===== config.mk =====
export PLATFORM = sky130hd
export DESIGN_NAME = btn_debounce
export DESIGN_NICKNAME = d
export VERILOG_FILES = /design/src/rtl/blink_pkg.sv /design/src/rtl/sync_2ff.sv /design/src/rtl/btn_debounce.sv
export SDC_FILE = /design/constraint.sdc
export NUM_CORES = 1
export LEC_CHECK = 0
export ABC_CLOCK_PERIOD_IN_PS = 6400
export BUFFER_PORTS_ARGS = -buffer_cell sky130_fd_sc_hd__buf_4
export CAP_MARGIN = 20
export CORE_MARGIN = 1
export CORE_UTILIZATION = 60
export CTS_CLUSTER_SIZE = 20
export DETAILED_ROUTE_END_ITERATION = 10
export HOLD_SLACK_MARGIN = 0.08
export PLACE_DENSITY = 0.74
export SLEW_MARGIN = 15
export SYNTH_ARGS = -nofsm -noshare
export SYNTH_HDL_FRONTEND = slang
export SYNTH_SLANG_ARGS = --single-unit

===== constraint.sdc =====
create_clock -name clk -period 6.4 [get_ports clk]
set_input_delay 0.96 -clock clk [delete_from_list [all_inputs] [get_ports clk]]
set_output_delay 0.96 -clock clk [all_outputs]
set_load 0.03 [all_outputs]

===== src/rtl/blink_pkg.sv =====
`default_nettype none
// ============================================================================
//  Module     : blink_pkg
//  Description: Shared types and constants for the button conditioning path.
//               Holds the debounce FSM state type, default timing constants
//               and a small elaboration-time helper.
//  Revision   : 1.0 - initial release
// ============================================================================
package blink_pkg;

   // Debounce FSM states
   typedef enum logic [1:0] {
      IDLE         = 2'd0,
      PRESS_WAIT   = 2'd1,
      HELD         = 2'd2,
      RELEASE_WAIT = 2'd3
   } btn_state_t;

   // 10 ms of stable input at a 100 MHz board clock
   localparam int DEBOUNCE_100MHZ_10MS = 1_000_000;
   // 500 ms auto-repeat period at a 100 MHz board clock
   localparam int REPEAT_100MHZ_500MS  = 50_000_000;

   // Larger of two integers, used to size shared counters at elaboration
   function automatic int max_int(input int a, input int b);
      return (a > b) ? a : b;
   endfunction

endpackage : blink_pkg
`default_nettype wire


===== src/rtl/sync_2ff.sv =====
`default_nettype none
// ============================================================================
//  Module     : sync_2ff
//  Description: Two-flop synchroniser bringing an asynchronous 1-bit input
//               into the clk domain. Reusable for buttons and switches.
//  Revision   : 1.0 - initial release
// ============================================================================
module sync_2ff (
   input  logic clk,
   input  logic reset,   // asynchronous, active-low
   input  logic d,
   output logic q
);

   logic r_meta;
   logic r_sync;

   // First flop may go metastable; second flop gives it a full cycle to settle
   always_ff @(posedge clk or negedge reset) begin
      if (!reset) begin
         r_meta <= 1'b0;
         r_sync <= 1'b0;
      end else begin
         r_meta <= d;
         r_sync <= r_meta;
      end
   end

   assign q = r_sync;

endmodule : sync_2ff
`default_nettype wire


===== src/rtl/btn_debounce.sv =====
`default_nettype none
// ============================================================================
//  Module     : btn_debounce
//  Description: Push-button conditioner. Synchronises the raw button, rejects
//               bounce with a stable-time counter, and produces a clean level
//               plus one-cycle press and release strobes.
//               Optional feature macro: BTN_AUTOREPEAT_EN - while the button
//               stays held, re-emit btn_pulse every REPEAT_CYCLES cycles.
//  Revision   : 1.0 - initial release
// ============================================================================
module btn_debounce
   import blink_pkg::*;
#(
   parameter int DEBOUNCE_CYCLES = DEBOUNCE_100MHZ_10MS,
   parameter int REPEAT_CYCLES   = REPEAT_100MHZ_500MS
) (
   input  logic clk,
   input  logic reset,        // asynchronous, active-low
   input  logic btn_raw,
   output logic btn_level,
   output logic btn_pulse,
   output logic btn_release
);

   // Shared width for the debounce and repeat counters
   localparam int CNT_W = $clog2(max_int(DEBOUNCE_CYCLES, REPEAT_CYCLES) + 1);

   localparam logic [CNT_W-1:0] c_CNT_ONE  = CNT_W'(1);
   localparam logic [CNT_W-1:0] c_DEB_LAST = CNT_W'(DEBOUNCE_CYCLES - 1);
`ifdef BTN_AUTOREPEAT_EN
   localparam logic [CNT_W-1:0] c_RPT_LAST = CNT_W'(REPEAT_CYCLES - 1);
`endif

   logic             w_s;
   btn_state_t       r_state;
   logic [CNT_W-1:0] r_cnt;
   logic             r_level;
   logic             r_pulse;
   logic             r_release;
`ifdef BTN_AUTOREPEAT_EN
   logic [CNT_W-1:0] r_rpt;
`endif

   sync_2ff u_sync (
      .clk   (clk),
      .reset (reset),
      .d     (btn_raw),
      .q     (w_s)
   );

   // Debounce FSM: a level change is accepted only after the synchronised
   // input has stayed at the new value for the full debounce window
   always_ff @(posedge clk or negedge reset) begin
      if (!reset) begin
         r_state   <= IDLE;
         r_cnt     <= '0;
         r_level   <= 1'b0;
         r_pulse   <= 1'b0;
         r_release <= 1'b0;
`ifdef BTN_AUTOREPEAT_EN
         r_rpt     <= '0;
`endif
      end else begin
         // Strobes default low so each one lasts exactly one cycle
         r_pulse   <= 1'b0;
         r_release <= 1'b0;
         case (r_state)
            IDLE: begin
               if (w_s) begin
                  r_state <= PRESS_WAIT;
                  r_cnt   <= '0;
               end
            end
            PRESS_WAIT: begin
               if (!w_s) begin
                  r_state <= IDLE;
               end else if (r_cnt == c_DEB_LAST) begin
                  r_state <= HELD;
                  r_level <= 1'b1;
                  r_pulse <= 1'b1;
`ifdef BTN_AUTOREPEAT_EN
                  r_rpt   <= '0;
`endif
               end else begin
                  r_cnt <= r_cnt + c_CNT_ONE;
               end
            end
            HELD: begin
               if (!w_s) begin
                  // Repeat counter is left frozen while the release is judged
                  r_state <= RELEASE_WAIT;
                  r_cnt   <= '0;
               end
`ifdef BTN_AUTOREPEAT_EN
               else if (r_rpt == c_RPT_LAST) begin
                  r_pulse <= 1'b1;
                  r_rpt   <= '0;
               end else begin
                  r_rpt <= r_rpt + c_CNT_ONE;
               end
`endif
            end
            RELEASE_WAIT: begin
               if (w_s) begin
                  // Release was a glitch: back to held without a new press
                  r_state <= HELD;
`ifdef BTN_AUTOREPEAT_EN
                  r_rpt   <= '0;
`endif
               end else if (r_cnt == c_DEB_LAST) begin
                  r_state   <= IDLE;
                  r_level   <= 1'b0;
                  r_release <= 1'b1;
               end else begin
                  r_cnt <= r_cnt + c_CNT_ONE;
               end
            end
            default: r_state <= IDLE;
         endcase
      end
   end

   assign btn_level   = r_level;
   assign btn_pulse   = r_pulse;
   assign btn_release = r_release;

endmodule : btn_debounce
`default_nettype wire


Word-level counts from Yosys, hierarchy flattened
Cells that the tools add are included.
- add/sub/neg operators: 1
- equal/unequal tests: 12
- multiplexer cells: 23
- reductions and logical operators: 5
- operators with widths (cell ; number):
    26-bit two-way mux ; 5
    26-bit one-hot mux with 4 select lines ; 1
    26-bit by 1-bit adder with 26-bit output (second input constant) ; 1
    26-bit by 20-bit equality test with 1-bit output (second input constant) ; 1
    2-bit two-way mux ; 6
    1-bit two-way mux ; 9
    2-bit != test (second input constant) ; 4
    2-bit one-hot mux with 4 select lines ; 1
    4-bit AND reduction ; 2
    5-bit AND reduction ; 1
    2-bit equality test (second input constant) ; 2
    2-bit by 1-bit != test with 1-bit output (second input constant) ; 2
    3-bit by 2-bit != test with 1-bit output (second input constant) ; 1
    3-bit != test (second input constant) ; 1
    2-bit by 1-bit equality test with 1-bit output (second input constant) ; 1
    2-bit zero test ; 1
    1-bit one-hot mux with 2 select lines ; 1
    2-bit nonzero test ; 1
- register bits: 33
- bits of input ports: 3
- output and inout bits: 3
- logic and storage cells: 48

Logic depth before layout (Yosys ltp)
- depth in word-level cells: 4
- gate-level depth with buffers: 6
- depth with buffers taken out: 5

Hierarchy
A second synthesis with hierarchy kept.
- cell total of the unflattened synthesis: 202
- area total of the unflattened synthesis: 1866.8 um^2
- by module, submodules not included (module ; instances ; cells each ; area an instance (um^2) ; seq. area each (um^2)):
    btn_debounce ; 1 ; 200 ; 1816.7 ; 775.7
    sync_2ff ; 1 ; 2 ; 50.0 ; 50.0

Worst setup path before layout
OpenSTA, ideal clock, no wires.
- kind: reg2reg
- start: register r_cnt[6]
- end: register r_cnt[0]
- setup time: 0.126 ns
- arrival: 2.059 ns
- required time: 6.274 ns
- path slack: 4.215 ns
- stages on the path, launching flop included: 5
- period minus slack after synthesis: 2.185 ns
- cells stage by stage: dfrtp_1 > or4_4 > or4_4 > or2_4 > a221o_1
- longest elaborated chain between the ends: 4
- elaborated cells between the ends (all ways): 5
- classes of those cells: eq/ne (1); mux (4)
- ends and longest elaborated chain (what ; line ; RTL):
    from (decl) ; btn_debounce.sv:36 ; logic [CNT_W-1:0] r_cnt;
    from (signal assigned) ; btn_debounce.sv:85 ; r_cnt <= r_cnt + c_CNT_ONE;
    from (signal assigned) ; btn_debounce.sv:115 ; r_cnt <= r_cnt + c_CNT_ONE;
    26-bit by 20-bit equality test with 1-bit output * ; btn_debounce.sv:77, btn_debounce.sv:110 ;
    26-bit two-way mux * ; -- ;
    26-bit two-way mux, on equally long branches ; -- ;
    26-bit one-hot mux with 4 select lines * ; -- ;
Mark *: on every way between the ends. The rest lies on a longest branch, timed or not. The select of a mux whose other input is x is not followed.
A chain may end at the register's enable or synchronous reset.

Worst setup path after layout
- start: register r_cnt[0]
- end: register r_cnt[16]
- longest elaborated chain between the ends: 4
- elaborated cells between the ends (all ways): 6
- classes of those cells: add/sub (1); eq/ne (1); mux (4)
- ends and longest elaborated chain (what ; line ; RTL):
    26-bit by 1-bit adder with 26-bit output / 26-bit by 20-bit equality test with 1-bit output (equally long branches) ; -- ;
    26-bit two-way mux * ; btn_debounce.sv:77, btn_debounce.sv:110 ;
    26-bit two-way mux, on equally long branches ; btn_debounce.sv:104, btn_debounce.sv:75 ;
    26-bit one-hot mux with 4 select lines * ; btn_debounce.sv:67 ; case (r_state)
Marked as above.

==> flow_metrics.tcl <==
set metrics [dict create \
    nets 225 \
    post-route-drc-count 0 \
    finish.utilization_pct 68.6 \
    netlist_area_mm2 0.00194 \
    clock.fmax_mhz 434 \
    yosys_register_bits 33 \
    clk_path_buf_depth 2 \
    synth.distinct_cells 39 \
    core_region_area_mm2 0.00305 \
    worstRegToRegCells 6 \
    leftover_overflow_at_the_end_of_global_routing 0 \
    drtPass1Iterations 4 \
    initial_utilization_pct 63.7 \
    global_route.usage.total_pct 28.7 \
    io_pins 6 \
    timing.clock.skew_ns 0.00799 \
    post_synth_fa_ha_maj_area_fraction_pct 0.644 \
    cts.sinks 33 \
    diodes 0 \
    drtAntennaViolNets 0 \
    path_max_fanout 7 \
    setup.worst_path.end_class "flop" \
    rsz0062_at_grt "no" \
    yosys.cell_count.top_type "sky130_fd_sc_hd__dfrtp_1" \
    yosysSeqAreaShare_pct 42.5 \
    tritoncts "done" \
    startpoint_of_the_worst_hold_path "u_sync.r_meta$_DFF_PN0_" \
    worst_setup_hold_path_clk_slew_ns 0.10 \
    total_number_of_vias 1742 \
    arrival_ns 2.51 \
    clockRootBuffer "sky130_fd_sc_hd__clkbuf_4" \
    cts_buffers 5 \
    synthesized_area_fraction_occupied_by_xor_and_xnor_cells_pct 0.901 \
    max-cap-violations 0 \
    place_hpwl_um 2840 \
    worst_setup_path_startpoint "r_cnt[0]$_DFFE_PN0P_" \
    cts_hold_bufs 0 \
    fin_setup_tns_ns 0 \
    worst_skew_pair.late_latency_ns 0.34 \
    finalWorstPathRequiredPeriod_ns 2.30 \
    yosys.area.top_type "sky130_fd_sc_hd__dfrtp_1" \
    synth_common_cells "33 x sky130_fd_sc_hd__dfrtp_1, 27 x sky130_fd_sc_hd__nand2_1, 16 x sky130_fd_sc_hd__and3_1, 16 x sky130_fd_sc_hd__nor2_1, 16 x sky130_fd_sc_hd__nor3_1" \
    vias_per_cell 6.55 \
    antenna_violations_before_repair 0 \
    drt-initial-drc-count 182 \
    cp_data_required_time_ns 6.61 \
    synth.top_cells.by_area "sky130_fd_sc_hd__dfrtp_1 42%, sky130_fd_sc_hd__nand2_1 5.2%, sky130_fd_sc_hd__and3_1 5.1%" \
    rows 20 \
    grt_max_degree 40 \
    final_layout_size_suffix_gt1_share_pct 11.7 \
    worst_pin_slew_ns 0.747 \
    dieArea_mm2 0.00347 \
    synth_simple_gate_area_share_pct 29.9 \
    yosys_warnings 0 \
    rr_startpoint "r_cnt[0]$_DFFE_PN0P_" \
    worst_setup_slack_after_placement_ns 3.93 \
    irDropWorstVdd_v 0.000164 \
    floorplan.die.height_um 58.9 \
    synth_top_family_by_area "simple AND/OR/NAND/NOR gates" \
    synth_top_flop_cell "sky130_fd_sc_hd__dfrtp_1" \
    run_status "completed" \
    critPathLaunchType "flop" \
    synth_enable_flop_cells 0 \
    max_slew_margin_pct 50.2 \
    final.setup.worst_slack_ns 4.10 \
    synth_top_area_share_pct 42.5 \
    finalWeightedCongestion 0.893 \
    min_path_type "flop to flop" \
    finalNonFillerCells 266 \
    post_synth_mux_area_share_pct 3.67 \
    die_x_um 58.9 \
    slew_viol_final 0 \
    hold_viol 0 \
    finalSetupViolations 0 \
    timing.setup.critical_path_class "flop to flop" \
    htree_num_levels 2 \
    post-cts-setup-buffer-count 0 \
    power_leakage_nw 0.892 \
    place.port_buffers 5 \
    synthArstFlopShare_pct 100 \
    syn-mean-instance-area_um2 8.92 \
    mappedNetlistNets 222 \
    total_instance_count_after_detailed_placement 257 \
    final.period_utilization_pct 36.0 \
    p_per_area_mw_per_mm2 180 \
    routed_wl_um 4370 \
    synthToLayoutAreaGrowth_pct 7.66 \
    whs_path_depth 0 \
    post_cts_resized 0 \
    wire_per_inst_um 16.4 \
    first_global_vias 1604 \
    synthCells 218 \
    grt_first_pass_wirelength_um 7430 \
    synth_compound_area_share_pct 19.0 \
]
[critical path, cell delays in order (launching register included)]
cell and delay, ns:
sky130_fd_sc_hd__dfrtp_1 0.46, sky130_fd_sc_hd__ha_1 0.25, sky130_fd_sc_hd__nand3_1 0.18, sky130_fd_sc_hd__nor3_1 0.51
sky130_fd_sc_hd__clkbuf_2 0.29, sky130_fd_sc_hd__and2_0 0.33, sky130_fd_sc_hd__a311oi_1 0.15
[logic make-up after synthesis]
logic type / count (synthesis)
multiplexers: 7
AND/OR/NAND/NOR: 107
buffers and inverters: 18
adder cells (fa/ha/maj): 1
XOR/XNOR: 2
flip-flops: 33
AO/OA/AOI/OAI: 50
[cell usage in the layout (no fill, tap or decap), types with 3 or more instances in the layout]
master / netlist / layout
sky130_fd_sc_hd__nor2_1: 16 / 16
sky130_fd_sc_hd__a21oi_1: 9 / 9
sky130_fd_sc_hd__a31oi_1: 7 / 7
sky130_fd_sc_hd__a41oi_1: 5 / 5
sky130_fd_sc_hd__o211ai_1: 4 / 4
sky130_fd_sc_hd__clkbuf_4: 0 / 5
sky130_fd_sc_hd__inv_1: 5 / 5
sky130_fd_sc_hd__buf_4: 0 / 8
sky130_fd_sc_hd__dfrtp_1: 33 / 33
sky130_fd_sc_hd__nor3_1: 16 / 16
sky130_fd_sc_hd__mux2i_1: 6 / 6
sky130_fd_sc_hd__or4_4: 3 / 3
sky130_fd_sc_hd__nand4_1: 8 / 8
sky130_fd_sc_hd__nor4_1: 3 / 3
sky130_fd_sc_hd__and3_1: 16 / 16
sky130_fd_sc_hd__nand3_1: 3 / 3
sky130_fd_sc_hd__a211oi_1: 4 / 4
sky130_fd_sc_hd__o21ai_0: 5 / 5
sky130_fd_sc_hd__nand2_1: 27 / 27
sky130_fd_sc_hd__a221o_1: 7 / 7
[per-stage QoR]
stage / power, mW / hold slack (ns) / cell area [um^2]
2_1_floorplan: 0.235 / 0.331 / 1940
3_3_place_gp: 0.244 / 0.339 / 2020
3_5_place_dp: 0.245 / 0.340 / 2020
4_1_cts: 0.378 / 0.366 / 2090
5_1_grt: 0.390 / 0.379 / 2090
6_report: 0.376 / 0.361 / 2090
[sequential cells by signal, indices dropped and copies added (netlist names), named ones only]
signal and flops:
u_sync.q 1, btn_pulse 1, r_cnt 26, r_state 1
btn_level 1, u_sync.r_meta 1, btn_release 1
[report_power, final]
group	internal (mW)	switching [mW]	total, mW
registers	0.212	0.00708	0.219
clock network	0.0636	0.0711	0.135
logic	0.00755	0.0152	0.0227
total	0.283	0.0934	0.376
[per-layer routing]
layer  global-route usage [%]  vias up  wire (um)
li1                         -      844          -
met1                     39.4      834       2000
met2                     44.2       57       2050
met5                        0        -          0
met4                     10.2        0         51
met3                     7.25        7        267
[cell type report]
type | instances | area (um^2)
Fill cell | 249 | 960
Inverter | 5 | 18.8
Tap cell | 44 | 55.1
Sequential cell | 33 | 826
Timing Repair Buffer | 9 | 65.1
Clock inverter | 1 | 5.00
Multi-Input combinational cell | 167 | 1060
Clock buffer | 7 | 65.1
[worst paths after layout]
path / endpoint / slack (ns)
max: r_cnt[16]$_DFFE_PN0P_ / 4.10
min: u_sync.q$_DFF_PN0_ / 0.36
max reg2reg: r_cnt[16]$_DFFE_PN0P_ / 4.10
min reg2reg: u_sync.q$_DFF_PN0_ / 0.36
max in group asynchronous: r_cnt[17]$_DFFE_PN0P_ / 5.57
min in group asynchronous: r_cnt[2]$_DFFE_PN0P_ / 0.54
No activity file was read; power rests on OpenSTA's default activity.
